**src/rtl/tt_scan_pkg.sv**
```systemverilog
// Shared types and sizing helpers for the truth-table scanner.
package tt_scan_pkg;

    typedef enum logic [1:0] {
        IDLE,
        SETTLE,
        SAMPLE,
        DONE
    } state_t;

    function automatic int unsigned combos(input int unsigned n_in);
        return 32'd1 << n_in;
    endfunction

    // Position of resp[o] captured at stim=i inside tt_out.
    function automatic int unsigned tt_bit(input int unsigned o, input int unsigned i,
                                           input int unsigned n_in);
        return o * combos(n_in) + i;
    endfunction

endpackage

```
**src/rtl/truth_table_scanner_if.sv**
```systemverilog
// Stimulus/capture bus between the scanner and its driver/consumer.
// TT_EXPECT_CHECK_EN adds the expected-table compare signals.
interface truth_table_scanner_if
    import tt_scan_pkg::*;
#(
    parameter int unsigned N_IN  = 3,
    parameter int unsigned N_OUT = 3
);
    localparam int unsigned TT_W = N_OUT * combos(N_IN);

    logic             start;
    logic [N_IN-1:0]  stim;
    logic [N_OUT-1:0] resp;
    logic             busy;
    logic             done;
    logic [TT_W-1:0]  tt_out;

`ifdef TT_EXPECT_CHECK_EN
    logic [TT_W-1:0]  exp_tt;
    logic             mismatch;
    logic [N_IN-1:0]  mismatch_idx;

    modport master (output start, resp, exp_tt,
                    input  stim, busy, done, tt_out, mismatch, mismatch_idx);
    modport slave  (input  start, resp, exp_tt,
                    output stim, busy, done, tt_out, mismatch, mismatch_idx);
`else
    modport master (output start, resp,
                    input  stim, busy, done, tt_out);
    modport slave  (input  start, resp,
                    output stim, busy, done, tt_out);
`endif

endinterface

```
**src/rtl/tt_settle_timer.sv**
```systemverilog
// Settle-time counter: cleared by load, advances while enabled, flags the last settle cycle.
module tt_settle_timer #(
    parameter int unsigned SETTLE_CYCLES = 1
) (
    input  logic clk,
    input  logic rst_n,
    input  logic load,
    input  logic en,
    output logic expired
);
    localparam int unsigned W = $clog2(SETTLE_CYCLES) + 1;

    logic [W-1:0] settle_cnt;

    always_ff @(posedge clk) begin
        if (!rst_n) begin
            settle_cnt <= '0;
        end else if (load) begin
            settle_cnt <= '0;
        end else if (en) begin
            settle_cnt <= settle_cnt + 1'b1;
        end
    end

    assign expired = (settle_cnt == W'(SETTLE_CYCLES - 1));

endmodule

```
**src/rtl/truth_table_scanner.sv**
```systemverilog
// Sweeps all 2^N_IN stimulus combinations and captures the UUT response truth table.
// Optional TT_EXPECT_CHECK_EN: compare against exp_tt and latch the first mismatching index.
module truth_table_scanner
    import tt_scan_pkg::*;
#(
    parameter int unsigned N_IN          = 3,
    parameter int unsigned N_OUT         = 3,
    parameter int unsigned SETTLE_CYCLES = 1
) (
    input logic                  clk,
    input logic                  rst_n,
    truth_table_scanner_if.slave bus
);
    localparam int unsigned   C    = combos(N_IN);
    localparam int unsigned   TT_W = N_OUT * C;
    localparam logic [N_IN:0] LAST = (N_IN + 1)'(C - 1);

    state_t          state;
    logic [N_IN:0]   index;
    logic [N_IN-1:0] stim_q;
    logic            busy_q;
    logic            done_q;
    logic [TT_W-1:0] tt_q;
    logic [TT_W-1:0] tt_capt;
    logic            accept;
    logic            expired;

    assign accept = (state == IDLE) && bus.start;

    tt_settle_timer #(
        .SETTLE_CYCLES(SETTLE_CYCLES)
    ) u_timer (
        .clk    (clk),
        .rst_n  (rst_n),
        .load   (accept || (state == SAMPLE)),
        .en     (state == SETTLE),
        .expired(expired)
    );

    // Current table with the bits of the present index replaced by resp.
    for (genvar o = 0; o < N_OUT; o++) begin : g_out
        for (genvar i = 0; i < C; i++) begin : g_comb
            localparam int unsigned B = tt_bit(o, i, N_IN);
            assign tt_capt[B] = (index[N_IN-1:0] == N_IN'(i)) ? bus.resp[o] : tt_q[B];
        end
    end

    always_ff @(posedge clk) begin
        if (!rst_n) begin
            state  <= IDLE;
            index  <= '0;
            stim_q <= '0;
            busy_q <= 1'b0;
            done_q <= 1'b0;
            tt_q   <= '0;
        end else begin
            case (state)
                IDLE: begin
                    if (bus.start) begin
                        index  <= '0;
                        stim_q <= '0;
                        tt_q   <= '0;
                        busy_q <= 1'b1;
                        state  <= SETTLE;
                    end
                end
                SETTLE: begin
                    if (expired) begin
                        state <= SAMPLE;
                    end
                end
                SAMPLE: begin
                    tt_q <= tt_capt;
                    if (index == LAST) begin
                        done_q <= 1'b1;
                        state  <= DONE;
                    end else begin
                        index  <= index + 1'b1;
                        stim_q <= index[N_IN-1:0] + 1'b1;
                        state  <= SETTLE;
                    end
                end
                DONE: begin
                    done_q <= 1'b0;
                    busy_q <= 1'b0;
                    state  <= IDLE;
                end
                default: state <= IDLE;
            endcase
        end
    end

    assign bus.stim   = stim_q;
    assign bus.busy   = busy_q;
    assign bus.done   = done_q;
    assign bus.tt_out = tt_q;

`ifdef TT_EXPECT_CHECK_EN
    logic [N_OUT-1:0] exp_sel;
    logic             mis_q;
    logic [N_IN-1:0]  mis_idx_q;

    for (genvar o = 0; o < N_OUT; o++) begin : g_exp
        logic [C-1:0] exp_row;
        assign exp_row    = bus.exp_tt[tt_bit(o, 0, N_IN) +: C];
        assign exp_sel[o] = exp_row[index[N_IN-1:0]];
    end

    // Sticky: only the first differing index is kept until the next accepted start.
    always_ff @(posedge clk) begin
        if (!rst_n) begin
            mis_q     <= 1'b0;
            mis_idx_q <= '0;
        end else if (accept) begin
            mis_q     <= 1'b0;
            mis_idx_q <= '0;
        end else if ((state == SAMPLE) && !mis_q && (|(exp_sel ^ bus.resp))) begin
            mis_q     <= 1'b1;
            mis_idx_q <= index[N_IN-1:0];
        end
    end

    assign bus.mismatch     = mis_q;
    assign bus.mismatch_idx = mis_idx_q;
`endif

endmodule

```
**src/flat_wrapper.sv**
```systemverilog
// flat-port wrapper written by rule: the top's interface ports become plain ports
module truth_table_scanner_flat import tt_scan_pkg::*;
#(
    parameter int unsigned N_IN          = 3,
    parameter int unsigned N_OUT         = 3,
    parameter int unsigned SETTLE_CYCLES = 1
)
  (clk, rst_n, bus_start, bus_resp, bus_stim, bus_busy, bus_done, bus_tt_out);
  truth_table_scanner_if #(.N_IN(N_IN), .N_OUT(N_OUT)) bus_i ();
  input logic clk;
  input logic rst_n;
  input wire logic [$bits(bus_i.start)-1:0] bus_start;
  input wire logic [$bits(bus_i.resp)-1:0] bus_resp;
  output wire logic [$bits(bus_i.stim)-1:0] bus_stim;
  output wire logic [$bits(bus_i.busy)-1:0] bus_busy;
  output wire logic [$bits(bus_i.done)-1:0] bus_done;
  output wire logic [$bits(bus_i.tt_out)-1:0] bus_tt_out;
  assign bus_i.start = bus_start;
  assign bus_i.resp = bus_resp;
  assign bus_stim = bus_i.stim;
  assign bus_busy = bus_i.busy;
  assign bus_done = bus_i.done;
  assign bus_tt_out = bus_i.tt_out;
  truth_table_scanner #(.N_IN(N_IN), .N_OUT(N_OUT), .SETTLE_CYCLES(SETTLE_CYCLES)) u_core (.clk(clk), .rst_n(rst_n), .bus(bus_i));
endmodule
```
**config.mk**
```make
export PLATFORM = sky130hd
export DESIGN_NAME = truth_table_scanner_flat
export DESIGN_NICKNAME = d
export VERILOG_FILES = /design/src/rtl/tt_scan_pkg.sv /design/src/rtl/truth_table_scanner_if.sv /design/src/rtl/tt_settle_timer.sv /design/src/rtl/truth_table_scanner.sv /design/src/flat_wrapper.sv
export SDC_FILE = /design/constraint.sdc
export NUM_CORES = 1
export LEC_CHECK = 0
export ABC_AREA = 1
export CAP_MARGIN = 20
export CORE_MARGIN = 5
export CORE_UTILIZATION = 40
export CTS_BUF_LIST = sky130_fd_sc_hd__clkbuf_4 sky130_fd_sc_hd__clkbuf_8
export CTS_CLUSTER_DIAMETER = 30
export DETAILED_ROUTE_END_ITERATION = 7
export PLACE_DENSITY = 0.66
export SYNTH_ARGS = -nofsm -noshare
export SYNTH_HDL_FRONTEND = slang
export SYNTH_SLANG_ARGS = --single-unit
```
**constraint.sdc**
```tcl
create_clock -name clk -period 2.1 [get_ports clk]
set_clock_uncertainty 0.1 [all_clocks]
set_input_delay 0.315 -clock clk [delete_from_list [all_inputs] [get_ports clk]]
set_output_delay 0.315 -clock clk [all_outputs]
set_load 0.02 [all_outputs]
```
==> results.txt, run 1 <==
The flow ran to the end, and the final reports show no timing, DRC or antenna violations. Clock latency on the worst-skew pair, taken at its later pin, is slightly below 300 ps. The total overflow left after global routing is 0. In the layout the commonest cells are 44 x nand2_1, 37 x nor2_1, 34 x clkdlybuf4s50_1. The worst setup path is captured at a primary output. The number of instances resized during post-cts repair is 0.

The count of flip-flops with a built-in enable after synthesis came out at 0. The floorplan die width is ~72 µm. The initial utilization of the core area, before any placement, comes to between 40 and 50%. The combinational group share of total power is around 17%. The start point of the worst hold path is u_core.bus.busy. On the worst path, the slowest cell contributes a delay of between 600 and 700 ps. The count of buffers from port buffering is 34.

The maximum number of pins on one net before global-route repair came out at 20. The portion of total power attributed to the clock network came out at between 30% and 40%. The slew at the pin closest to its max-slew limit came out at between 400 and 500 ps. CTS placed an instance of clkbuf_8 at the clock tree root.

The path class of the tightest hold or removal check is flip-flop to flip-flop. At the end of the flow, the number of nets in the layout was roughly 270. The half-perimeter wire length after placement is roughly 2500 µm. The gate count after technology mapping came out at roughly 220.

The site row count is 22. The growth of design area from synthesis to finish is 33.3%. In this run the number of cells on the critical path is 1.

The peak supply drop is about 0.52 mV. Traced cell by cell, the critical path runs through clkdlybuf4s50_1. The number of nets still failing antenna checks after routing came out at 0. The number of top-level pins came out at 35. The largest buffer count on any clock path came out at 2. The cell at the slowest stage of the critical path is clkdlybuf4s50_1. The worst path in the final design needs a cycle of 1810 ps, including I/O delays and setup. The number of clock sinks came out at 33. Counting both buffers and inverters, the worst setup path holds a total of 1. The CTS tree is built.

The global-route wire length before repair came out at between 6000 and 7000 µm. The switching share of power came out at a little over a quarter. Along the worst path, the maximum fanout reaches 7.

At the end of the flow the core is filled with cells to between 50% and 60%. In this run, distinct cell masters in the synthesized netlist total 21. The endpoint required time on the critical path came out at 1680 ps. STA classifies the critical path startpoint as a flip-flop. The number of buffers inserted to repair setup after CTS is 0. The average wire per cell in the routed design came out at roughly 12 µm. The synthesized netlist net count came out at between 200 and 250. In the finished design, the share of the clock period the worst path needs comes to roughly 86%.

Leaving out fill and tap cells, the most frequent cell in the layout is nand2_1. The internal power contribution is 1.18 mW. The placer's final routability congestion estimate came out at between 0.8 and 0.9.

By area the synthesized netlist is led by dfxtp_1 43%, nand2_1 11%, nand3_1 9.8%. Among cell families on the critical path, the largest total delay comes from buffers and inverters. The instance count along the most critical hold path came out at 2. The core area came out at between 3000 and 4000 µm². The via count normalized by instance count came out at between 4 and 5. In the routed design, unresolved DRC markers number 0. The worst slew margin relative to its limit came out at ~70%. For this run, the top clock speed supported by timing is 0.553 GHz. The number of DRC markers after the initial detailed-route iteration is 86. The antenna diode instance count is 0. The detailed-router iteration count before antenna repair is 4. The initial antenna violation count is 0.

The most critical setup path has its startpoint at u_core.bus.stim[0]. dfxtp_1 takes more of the synthesized area than any other cell. Measured along the y axis, the die boundary spans 71.9 µm. The arrival time at the worst endpoint is 1390 ps. The global-route usage over all layers is ~15%. The number of cell instances on the worst register-to-register path is 6. The post-route netlist has under 10% of its cells at a drive strength greater than 1.

In this run the critical register-to-register path is launched from u_core.bus.stim[0]. Of the total power, registers draw between 40% and 50%. The via count of the first global-routing pass is about 1.3k.

The post-route worst setup slack is 292 ps. The worst setup slack after placement came out at around 280 ps. The netlist area before placement is 1530 µm². The number of H-tree levels came out at 2. The synthesized area per cell came out at approximately 7 µm². Setup violations remaining at the end of the flow were counted as 0. The die covers 5170 µm². The proportion of register bits with asynchronous set or reset after synthesis is 0%. The switching component of the power is between 400 and 500 µW. The count of max-cap constraint violations is 0. The power density over cell area came out at between 700 and 800 nW/µm².

The leakage component of the power came out at about 0.88 nW. For this block, the via count after detailed routing is 1440. The hold violation count in the final report came out at 0. The clock transition at the registers of the reported paths is 70 ps. The max-slew violation count came out at 0. The total of flip-flops plus latches after synthesis is 33. The number of buffers created by CTS came out at 5. After clock tree synthesis, the flow added hold-fix buffers numbering 0.

The wire length after detailed routing is 3590 µm. Summed over all failing endpoints, the final setup total negative slack is 0 ps. The most used flip-flop cell after synthesis is dfxtp_1. The number of inserted filler cells in the final layout came out at around 360. The warning count from the yosys run is 0. The synthesized design devotes to its leading area cell type between 40% and 50% of total area. The type of the worst setup path is flip-flop to primary output. Setup repair after global routing left no endpoint under its margin.

The post-synthesis sequential area ratio is a little over two fifths.
power groups by stage:
| stage | Clock (mW) | Sequential (mW) | Combinational (mW) |
|---|---|---|---|
| 6_report | 0.639 | 0.688 | 0.276 |
| 3_5_place_dp | 0 | 0.702 | 0.277 |
| 2_1_floorplan | 0 | 0.732 | 0.149 |
| 4_1_cts | 0.647 | 0.688 | 0.278 |
| 5_1_grt | 0.683 | 0.693 | 0.306 |
| 3_3_place_gp | 0 | 0.702 | 0.274 |
path summary, 6_finish.rpt:
path / to / slack (ps)
worst min register to register: u_core.bus.busy / 370
worst max-delay path: bus_stim[0] / 290
worst min-delay path: u_core.bus.busy / 370
worst max register to register: u_core.index[2] / 500
through the flow:
stage	instances	power (mW)	hold WS, ps	instance area [µm²]
after floorplan	217	0.881	399	1530
after global placement	296	0.976	363	1920
after detailed placement	296	0.978	361	1920
after CTS	304	1.61	371	2040
after global routing	304	1.68	394	2040
final	304	1.60	370	2040
cell families after synthesis:
family / after synthesis / share of synthesized area, %
buffers and inverters: 34 / 9.56
AND/OR/NAND/NOR: 119 / 33.7
flip-flops: 33 / 43.1
adder cells (fa/ha/maj): 6 / 4.90
XOR/XNOR: 1 / 0.572
AO/OA/AOI/OAI: 24 / 8.17
routing by layer:
layer	GRT usage, %	vias up	share of wire, %
met2	22.7	33	44
met3	4.07	7	4.7
met1	19.9	636	49
met4	6.89	0	1.8
li1	-	764	-
met5	0	-	0
cells in the mapped netlist (2+ instances only):
| master | count |
|---|---|
| dfxtp_1 | 33 |
| a21oi_1 | 16 |
| buf_4 | 5 |
| inv_2 | 2 |
| inv_1 | 24 |
| nand3_2 | 2 |
| ha_1 | 6 |
| o21ai_0 | 6 |
| nor2_1 | 37 |
| nand3_1 | 30 |
| nand2_1 | 44 |
| clkbuf_1 | 3 |
cell type report:
| class | count | area [µm²] | share of cell area (%) |
|---|---|---|---|
| clock buffer | 7 | 90.1 | 4.41 |
| clock inverter | 1 | 30.0 | 1.47 |
| inverter | 26 | 97.6 | 4.78 |
| multi-input combinational | 150 | 724 | 35.5 |
| sequential | 33 | 661 | 32.4 |
| tap | 48 | 60.1 | 2.94 |
| timing repair buffer | 39 | 378 | 18.5 |
flip-flops by register name, indices dropped and copies added, names as in the netlist:
register                   count
u_core.u_timer.settle_cnt      1
u_core.state                   2
u_core.bus.tt_out             24
u_core.bus.stim                2
u_core.bus.done                1
u_core.bus.busy                1
u_core.index                   2
(Power assumes the default switching activity.)
==> run 2, diff against run 1 <==
Settings changed: CTS_CLUSTER_SIZE set to 40.
==> results of run 2 <==
The final DEF is identical to that of run 1; final timing and power are the same.
==> run 3, diff against run 2 <==
Settings changed: CAP_MARGIN 20 to 15.
==> results of run 3 <==
The final DEF is identical to that of run 1; final timing and power are the same.
==> patch (config.mk and constraints of run 1) <==
The 4 states of `state_t` get a one-hot encoding in 4 bits.
--- a/src/rtl/tt_scan_pkg.sv
+++ b/src/rtl/tt_scan_pkg.sv
@@ -3,7 +3,7 @@
 
-    typedef enum logic [1:0] {
-        IDLE,
-        SETTLE,
-        SAMPLE,
-        DONE
+    typedef enum logic [3:0] {
+        IDLE   = 4'b0001,
+        SETTLE = 4'b0010,
+        SAMPLE = 4'b0100,
+        DONE   = 4'b1000
     } state_t;
Check against the original RTL: same outputs for any inputs over 10 cycles, from zero or initial values and one cycle with rst_n low; not proved beyond that.
==> patch against run 1 <==
  * Routed wire length is 2.0% lower
  * Utilization fell by 2.5 points
  * Combinational power up 7.6%
  * Area after synthesis grew 8.7%
  * Count of clock-buffer cells in the layout unchanged
  * Final area rose by 4.4%
  * Sequential cell count increased by 2
  * Total power decreased by 5.0%
  * Highest routed layer unchanged
  * Setup slack better by 0.015 ns
  * Non-clock buffer count rose by 1
  * Hold slack got worse by 0.015 ns
==> patch: results (changes against run 1) <==
[layout] count of filler cells inserted in the layout 409 [was 361]
[power] leakage power 0.9116 nW [was 0.8848 nW]
[routing] Routed met3 length 146 um [was 169 um]
[power] power density relative to cell area 715.3 nW/um^2 [was 785.7 nW/um^2]
[logic_synthesis] post-synthesis share of cell area spent on xor and xnor gates 0% [was 0.5719%]
[layout] share of post-route cells with drive strength above 1 12.21% [was 8.594%]
[placement] DP Wirelength 2483 um [was 2498 um]
[logic_synthesis] net count of the mapped netlist 238 [was 229]
[routing] Routed met1 length 1778 um [was 1770 um]
[sta] worst-margin pin slew 0.3396 ns [was 0.4262 ns]
[routing] via total after detailed routing 1483 [was 1440]
[global_route] met1 usage in global routing 18.99% [was 19.95%]
[placement] Cells after DPL 304 [was 296]
[routing] DR iter-0 viols 89 [was 86]
[logic_synthesis] portion of synthesized cell area occupied by the leading cell type 42.07% [was 43.14%]
[layout] net total in the final layout 273 [was 267]
[logic_synthesis] sequential cell area fraction in the yosys report 42.07% [was 43.14%]
[global_route] GRT Total Usage 14.60% [was 15.04%]
[logic_synthesis] arithmetic-cell share of the synthesized area counting full adders, half adders and majority gates 4.508% [was 4.902%]
[routing] detailed route wirelength on metal2 1531 um [was 1584 um]
[run_status] run status finished, final reports clean [unchanged]
[placement] worst-case setup slack after placement 0.3830 ns [was 0.2788 ns]
[global_route] M3 GR Usage 2.838% [was 4.067%]
[placement] placed instance area 2041 sq um [was 1921 sq um]
[logic_synthesis] Compound-Gate Fraction of Synth Area 8.415% [was 8.170%]
[logic_synthesis] leading post-synthesis cells by cell area sky130_fd_sc_hd__dfxtp_1 (42%), sky130_fd_sc_hd__nand2_1 (10%), sky130_fd_sc_hd__nand3_1 (9.6%) [was sky130_fd_sc_hd__dfxtp_1 (43%), sky130_fd_sc_hd__nand2_1 (11%), sky130_fd_sc_hd__nand3_1 (9.8%)]
[global_route] maximum number of pins on one net before global-route repair 33 [was 20]
[power] share of total power in combinational logic 19.5% [was 17.2%]
[global_route] first-pass GRT wire length 6292 um [was 6065 um]
==> patch: logic make-up after synthesis <==
group,count (synthesis)
simple gates,129
buf+inv,28
flops,35
compound gates,28
fa+ha+maj,6
==> patch: path summary, 6_finish.rpt <==
kind	from	to	slack, ns	cells past startpoint
worst max-delay path	u_core.bus.stim[1]	bus_stim[1]	0.31	1
worst min-delay path	u_core.bus.busy	u_core.bus.busy	0.36	2
worst max register to register	u_core.bus.stim[1]	u_core.index[3]	0.49	8
worst min register to register	u_core.bus.busy	u_core.bus.busy	0.36	2
==> patch: layout make-up <==
class | instances | area (sq um) | area share [%]
Clock inverter | 1 | 5.005 | 0.2350
Tap cell | 50 | 62.56 | 2.938
Sequential cell | 35 | 700.7 | 32.90
Clock buffer | 7 | 83.83 | 3.937
Timing Repair Buffer | 40 | 397.9 | 18.68
Inverter | 16 | 61.31 | 2.879
Multi-Input combinational cell | 163 | 818.3 | 38.43
